$ cat src/rtl/reg_byte_reader.sv
`default_nettype none
// ============================================================================
// Module  : reg_byte_reader
// Purpose : Reads one word from a register (one-cycle r_en strobe, fixed
//           read latency), then streams the word out LSB-first as BYTE_W-wide
//           beats over a valid/ready handshake and pulses done.
// Ports   : clk, rst        - clock, synchronous active-high reset
//           start           - begin a transaction (sampled only in IDLE)
//           busy            - high whenever not IDLE
//           r_en            - one-cycle read strobe to the register
//           rd_data         - register read data
//           byte_out/valid  - current beat and its valid flag
//           byte_ready      - consumer accepts the current beat
//           done            - one-cycle pulse after the last accepted beat
// Revision: 1.0 - initial release
// ============================================================================
module reg_byte_reader #(
    parameter int DATA_W   = 32,
    parameter int BYTE_W   = 8,
    parameter int READ_LAT = 1
) (
    input  logic              clk,
    input  logic              rst,
    input  logic              start,
    output logic              busy,
    output logic              r_en,
    input  logic [DATA_W-1:0] rd_data,
    output logic [BYTE_W-1:0] byte_out,
    output logic              byte_valid,
    input  logic              byte_ready,
    output logic              done
);

    localparam int N      = DATA_W / BYTE_W;
    localparam int BCNT_W = (N > 1) ? $clog2(N) : 1;
    // READ_LAT+1 keeps the width at least one bit when READ_LAT is 1.
    localparam int WCNT_W = $clog2(READ_LAT + 1);

    localparam logic [BCNT_W-1:0] C_BEAT_LAST = BCNT_W'(N - 1);
    localparam logic [WCNT_W-1:0] C_WAIT_LAST = WCNT_W'(READ_LAT - 1);

    typedef enum logic [2:0] {
        S_IDLE = 3'd0,
        S_REQ  = 3'd1,
        S_WAIT = 3'd2,
        S_SEND = 3'd3,
        S_DONE = 3'd4
    } state_t;

    state_t              r_state;
    state_t              w_state_nx;
    logic [DATA_W-1:0]   r_shreg;
    logic [BCNT_W-1:0]   r_beat_cnt;
    logic [WCNT_W-1:0]   r_wait_cnt;

    logic w_last_wait;
    logic w_accept;
    logic w_last_beat;

    assign w_last_wait = (r_state == S_WAIT) && (r_wait_cnt == C_WAIT_LAST);
    // byte_valid is exactly "in SEND", so the handshake reduces to this.
    assign w_accept    = (r_state == S_SEND) && byte_ready;
    assign w_last_beat = w_accept && (r_beat_cnt == C_BEAT_LAST);

    // Next-state and output decode; every output depends on registered state
    // only, so nothing combinational reaches an output from start/byte_ready.
    always_comb begin
        w_state_nx = r_state;
        busy       = 1'b1;
        r_en       = 1'b0;
        byte_valid = 1'b0;
        done       = 1'b0;
        case (r_state)
            S_IDLE: begin
                busy = 1'b0;
                if (start) w_state_nx = S_REQ;
            end
            S_REQ: begin
                r_en       = 1'b1;
                w_state_nx = S_WAIT;
            end
            S_WAIT: begin
                if (w_last_wait) w_state_nx = S_SEND;
            end
            S_SEND: begin
                byte_valid = 1'b1;
                if (w_last_beat) w_state_nx = S_DONE;
            end
            S_DONE: begin
                done       = 1'b1;
                w_state_nx = S_IDLE;
            end
            default: begin
                w_state_nx = S_IDLE;
            end
        endcase
    end

    // The shift register empties itself as beats drain, so byte_out is zero
    // whenever no beat is being presented.
    assign byte_out = r_shreg[BYTE_W-1:0];

    always_ff @(posedge clk) begin
        if (rst) begin
            r_state    <= S_IDLE;
            r_shreg    <= '0;
            r_beat_cnt <= '0;
            r_wait_cnt <= '0;
        end else begin
            r_state <= w_state_nx;

            if (r_state == S_REQ) begin
                r_wait_cnt <= '0;
            end else if (r_state == S_WAIT) begin
                r_wait_cnt <= r_wait_cnt + WCNT_W'(1);
            end

            if (w_last_wait) begin
                r_shreg    <= rd_data;
                r_beat_cnt <= '0;
            end else if (w_accept) begin
                r_shreg    <= r_shreg >> BYTE_W;
                r_beat_cnt <= r_beat_cnt + BCNT_W'(1);
            end
        end
    end

endmodule
`default_nettype wire

$ cat config.mk
export PLATFORM = sky130hd
export DESIGN_NAME = reg_byte_reader
export DESIGN_NICKNAME = d
export VERILOG_FILES = /design/src/rtl/reg_byte_reader.sv
export SDC_FILE = /design/constraint.sdc
export NUM_CORES = 1
export LEC_CHECK = 0
export ABC_AREA = 0
export CORE_UTILIZATION = 47
export DETAILED_ROUTE_END_ITERATION = 8
export GPL_TIMING_DRIVEN = 0
export HOLD_SLACK_MARGIN = 0.02
export PLACE_DENSITY = 0.82
export SYNTH_ARGS = -nofsm -noshare
export SYNTH_HDL_FRONTEND = slang
export SYNTH_SLANG_ARGS = --single-unit
$ cat constraint.sdc
create_clock -name clk -period 1.89 [get_ports clk]
set_input_delay 0.378 -clock clk [delete_from_list [all_inputs] [get_ports clk]]
set_output_delay 0.378 -clock clk [all_outputs]
set_load 0.005 [all_outputs]
==> impl_metrics.yaml, run 1 <==
min_path:
  hold_depth: 2
  hp-class: "reg2reg"
  worstHoldEndpoint: "r_shreg[31]"
  hold_path.startpoint: "r_shreg[31]"
routing:
  via_per_inst: 5.21
  drt-initial-drc-count: 68
  drc: 0
  ant_nets: 0
  wl_per_cell_um: 12.8
  via_count: 1554
  dr.pass1.iters: 4
  wirelength_um: 3810
synthesis:
  synth_adder_area_share: 0.00723
  synth_area_per_cell_um2: 8.65
  synth_simple_gate_area_frac: 0.226
  yosysMostFrequentCell: "dfxtp_1"
  synth_mux_area_frac: 0.00578
  synth_nets: 237
  ys_types: 26
  synth_seq_cells: 38
  ys_seq_area_frac: 0.440
  synth_top_family_by_area: "simple AND/OR/NAND/NOR gates"
  synth_edf_count: 0
  synth_top_area_frac: 0.440
  synth_cells: 200
  synth_ff_type: "dfxtp_1"
  synth_area_mm2: 0.00173
  async_reset_ff_frac: 0
  synth_common_cells: "38 x dfxtp_1, 28 x nand2_1, 26 x a21oi_1, 24 x nand3_1, 16 x a22oi_1"
  yosysWarnings: 0
  synth_xor_area_frac: 0.00506
  synth_area_leaders: "dfxtp_1 44%, a21oi_1 7.5%, nand3_1 6.9%, a22oi_1 6.9%, a311oi_2 6.9%"
  yosysTopAreaCell: "dfxtp_1"
  synth-compound-area-share: 0.224
clock_tree:
  cts_hold_buffers: 0
  cts-htree-levels: 2
  root_buffer: "clkbuf_8"
  cts_inserted_buffers: 5
  path_clk_slew_ns: 0.07
  cts_sinks: 38
  cts_buffer_depth: 2
  clock_latency_ns: 0.29
  cts_tree: "yes"
setup_path:
  cpMaxStageDelayCell: "dfxtp_4"
  cp-start-kind: "flop"
  cp_slowest_stage_delay_ns: 0.36
  criticalPathCategory: "reg2out"
  reg2reg_from: "r_wait_cnt"
  endpoint_kind: "output port"
  cp.arrival_ns: 1.37
  critPathRequiredTime_ns: 1.51
  worstRegToRegCells: 5
  r2r_setup_slack_ns: 0.28
  cp_max_fo: 10
  worstReg2RegEnd: "r_shreg[13]"
  crit_chain: "clkbuf_8 -> or3_1 -> dlygate4sd2_1"
sta:
  max_freq_mhz: 573
  slew_violations: 0
  slew_headroom: 0.577
  fin_crit_ns: 1.74
  tns_ns: 0
  fin_crit_sh: 0.923
  tightest_slew_ns: 0.635
  fin_skew_ns: 0.00293
  hold_violations: 0
  setup_viol: 0
  rsz0062_at_grt: "false"
run:
  drv_cap: 0
global_route:
  grt_max_degree: 14
  grt-ovfl-total: 0
  grt_pass1_wl_um: 6720
  grt_pass1_vias: 1454
  antenna_found_initial: 0
  grtUsageTotal: 0.218
pwr:
  ir_worst_vdd_uv: 458
  switching_power_w: 0.000458
  seqPwrFrac: 0.510
  clockPowerShare: 0.288
  leakage_nw: 0.839
  totalPowerFinal_w: 0.00178
  power_density_mw_per_mm2: 757
  internal_power_w: 0.00132
  combPwrFrac: 0.202
  sw_frac_of_total: 0.258
floorplan:
  dieArea_mm2: 0.00393
  core_area_mm2: 0.00344
  rows: 21
  start_util: 0.503
  ios: 48
  die_y_um: 62.7
  die_w_um: 62.7
layout:
  finalCoreUtilization: 0.682
  syn_to_final_growth_pct: 35.6
  diodes: 0
  nets: 289
  drive_gt1_frac: 0.143
placement:
  place_congestion: 0.796
  hpwl_um: 2760
  numPortBuffers: 46
run_status:
  status: "completed"
[repair_timing]
action	4_1_cts	5_1_grt
gates resized for setup	10	3
setup endpoints to repair	4	1
setup buffers	0	0
cloned	0	0
[layout make-up]
type                       count  area (um2)
clock buffer                   7        76.3
buffer                        27         171
sequential                    38         766
timing repair buffer          46         459
fill                         295        1100
tap                           46        57.6
multi-input combinational    134         816
[metal layers]
metal  global-route usage  vias to the layer above  routed length, um
met5                    0                        -                  0
met2                0.336                       47               1730
met4               0.0785                        0                 48
li1                     -                      815                  -
met1                0.289                      687               1800
met3               0.0602                        5                231
[how the worst max path moves through the flow]
stage,from,to,slack (ns),cells past startpoint
after floorplan,r_wait_cnt,r_shreg[10],0.44,5
after global placement,byte_ready,r_shreg[14],0.02,6
after detailed placement,byte_ready,r_shreg[14],-0.03,5
after CTS,r_state[2],done,0.005,3
after global routing,r_state[2],busy,0.1,3
final,r_state[0],busy,0.15,3
[critical path: cells and delay by family (launching register included)]
family | cells | cell delay (ns)
DFF | 1 | 0.36
buffers and inverters | 2 | 0.43
and+or+nand+nor | 1 | 0.29
[cells by family (layout without fill, tap and decap cells)]
family	after synthesis	after routing
fa+ha+maj	1	1
flops	38	38
compound gates	53	53
xor+xnor	1	1
buf+inv	28	80
mux	1	1
simple gates	78	78
[per-stage QoR]
stage	worst slack, ns	instance area (um2)	hold WS [ns]	cells
final	0.146	2350	0.467	298
after global routing	0.0951	2350	0.484	298
after CTS	0.00525	2330	0.469	298
after detailed placement	-0.0290	2250	0.460	292
after global placement	0.0205	2250	0.453	292
after floorplan	0.441	1730	0.448	200
[registers in the layout (all words and copies together) (netlist names)]
register,flops
r_shreg,32
r_wait_cnt,1
r_state,3
r_beat_cnt,2
[power by group through the flow]
stage	logic, W	clock network (W)	registers [W]
floorplan	0.000215	0	0.000908
global placement	0.000361	0	0.000916
detailed placement	0.000366	0	0.000917
CTS	0.000360	0.000520	0.000906
global route	0.000395	0.000561	0.000916
finish	0.000359	0.000511	0.000907
[cell usage in the layout (no fill, tap or decap)]
master	count
clkbuf_8	6
and4b_1	1
dlymetal6s2s_1	1
nor3b_1	2
or3_1	1
buf_6	2
o21bai_1	1
clkdlybuf4s50_1	42
and2_1	1
nor3_1	4
nor2b_1	2
nand3_1	24
xnor2_1	1
nor2_1	10
dfxtp_2	1
mux2i_1	1
or4b_1	1
ha_1	1
nand2_1	28
o21ai_0	2
clkbuf_1	10
a311oi_2	8
a21oi_1	26
nor4b_4	1
a22oi_1	16
buf_4	10
dlygate4sd2_1	3
nor3b_2	1
dfxtp_4	1
and3b_1	1
buf_2	6
dfxtp_1	36
nand4b_1	1
No activity file was read; power rests on OpenSTA's default activity.
==> run 2: changes to the inputs <==
- SETUP_SLACK_MARGIN: unset -> 0.02
- clock period: 1.89 -> 1.7 ns (I/O delays scaled with it)
==> impl_metrics.yaml, run 2 (synthesis gave the netlist of run 1 again) <==
layout:
  design_area_mm2: 0.00236
  finalCoreUtilization: 0.686
  final_cell_mix: "42 x clkdlybuf4s50_1, 35 x dfxtp_1, 28 x nand2_1"
  largest_reg_flops: 32
  largest_register: "r_shreg"
  nets: 291
  fill_cells: 296
  instances_no_fill: 300
  largest_registers: "r_shreg (32), r_state (3), r_beat_cnt (2)"
  diodes: 0
  syn_to_final_growth_pct: 36.5
  drive_gt1_frac: 0.165
  layout_commonest_cell: "clkdlybuf4s50_1"
sta:
  hold_violations: 0
  setup_viol: 0
  fin_crit_ns: 1.59
  fin_crit_sh: 0.938
  tns_ns: 0
  slew_violations: 0
  tightest_slew_ns: 0.646
  rsz0062_at_grt: "false"
  max_freq_mhz: 627
  hold_slack_ns: 0.467
  slew_headroom: 0.570
  fin_skew_ns: 0.00400
global_route:
  grt_pass1_vias: 1467
  grtUsageTotal: 0.219
  antenna_found_initial: 0
  grt_max_degree: 11
  grt-ovfl-total: 0
  grt_pass1_wl_um: 6750
placement:
  dpl_cell_area_mm2: 0.00225
  hpwl_um: 2760
  placed_cells: 292
  numPortBuffers: 46
  place_congestion: 0.796
setup_path:
  cp.arrival_ns: 1.25
  criticalPathCategory: "reg2out"
  endpoint_kind: "output port"
  cp-start-kind: "flop"
  r2r_setup_slack_ns: 0.12
  cp-startpoint: "r_state[0]"
  worstRegToRegCells: 5
  worstReg2RegEnd: "r_shreg[30]"
  critPathRequiredTime_ns: 1.36
  cp_max_fo: 10
  reg2reg_from: "r_state[2]"
floorplan:
  core_area_mm2: 0.00344
  ios: 48
  rows: 21
  start_util: 0.503
  die_w_um: 62.7
  dieArea_mm2: 0.00393
  die_y_um: 62.7
routing:
  wl_per_cell_um: 12.9
  via_per_inst: 5.22
  drt-initial-drc-count: 60
  via_count: 1566
  ant_nets: 0
  dr.pass1.iters: 4
  drc: 0
  wirelength_um: 3880
min_path:
  worstHoldEndpoint: "r_shreg[31]"
  hold_path.startpoint: "r_shreg[31]"
  hold_depth: 2
  hp-class: "reg2reg"
pwr:
  ir_worst_vdd_uv: 510
  internal_power_w: 0.00147
  sw_frac_of_total: 0.260
  combPwrFrac: 0.208
  seqPwrFrac: 0.504
  power_density_mw_per_mm2: 842
  switching_power_w: 0.000517
  clockPowerShare: 0.288
  leakage_nw: 0.835
run:
  drv_cap: 0
clock_tree:
  cts_tree: "yes"
  cts_inserted_buffers: 5
  clock_latency_ns: 0.29
  cts_hold_buffers: 0
  cts_sinks: 38
  path_clk_slew_ns: 0.07
  cts_buffer_depth: 2
  cts-htree-levels: 2
  root_buffer: "clkbuf_8"
run_status:
  status: "completed"
-- run 2: cell types whose count changed in the layout (fill, tap and decap cells not counted), sizes merged --
| cell | previous run | this run |
|---|---|---|
| dlymetal6s2s | 1 | 0 |
| buf | 18 | 19 |
| clkbuf | 16 | 18 |
-- run 2: what timing repair did --
item                       4_1_cts  5_1_grt
setup endpoints to repair        4        8
setup buffers                    1        0
resized for setup               16        6
-- run 2: power by group through the flow --
stage,combinational (W),sequential [W],clock [W]
3_3_place_gp,0.000401,0.00102,0
6_report,0.000414,0.00100,0.000572
4_1_cts,0.000415,0.00100,0.000578
3_5_place_dp,0.000407,0.00102,0
2_1_floorplan,0.000239,0.00101,0
5_1_grt,0.000454,0.00101,0.000623
-- run 2: per-stage QoR --
| step | power, W | setup slack [ns] |
|---|---|---|
| floorplan | 0.00125 | 0.251 |
| global placement | 0.00142 | -0.132 |
| detailed placement | 0.00143 | -0.181 |
| CTS | 0.00200 | 0.0274 |
| global route | 0.00209 | 0.0370 |
| finish | 0.00199 | 0.106 |
-- run 2: area by class of cell --
| class | count | area [um2] | area share |
|---|---|---|---|
| Multi-Input combinational cell | 134 | 816 | 0.345 |
| Sequential cell | 38 | 767 | 0.325 |
| Timing Repair Buffer | 47 | 459 | 0.194 |
| Buffer | 28 | 186 | 0.0789 |
| Clock buffer | 7 | 76.3 | 0.0323 |
| Tap cell | 46 | 57.6 | 0.0244 |
-- run 2: worst max-delay path: stages, from the launching register on --
cell and delay, ns:
dfxtp_4 0.36, clkbuf_8 0.15, and3b_1 0.19, dlygate4sd2_1 0.26
-- run 2: how the worst max path moves through the flow --
stage / end / slack, ns / depth (start not counted)
CTS: busy / 0.03 / 3
global route: r_shreg[14] / 0.04 / 5
floorplan: r_shreg[10] / 0.25 / 5
global placement: r_shreg[14] / -0.13 / 6
finish: byte_valid / 0.11 / 3
detailed placement: r_shreg[14] / -0.18 / 5
-- run 2: per-layer routing --
metal,part of all wire,vias to the layer above,global-route usage,wire [um]
met1,0.47,694,0.289,1820
met2,0.46,49,0.340,1780
met5,0,-,0,0
met4,0.012,0,0.0785,48
met3,0.060,5,0.0602,232
li1,-,818,-,-
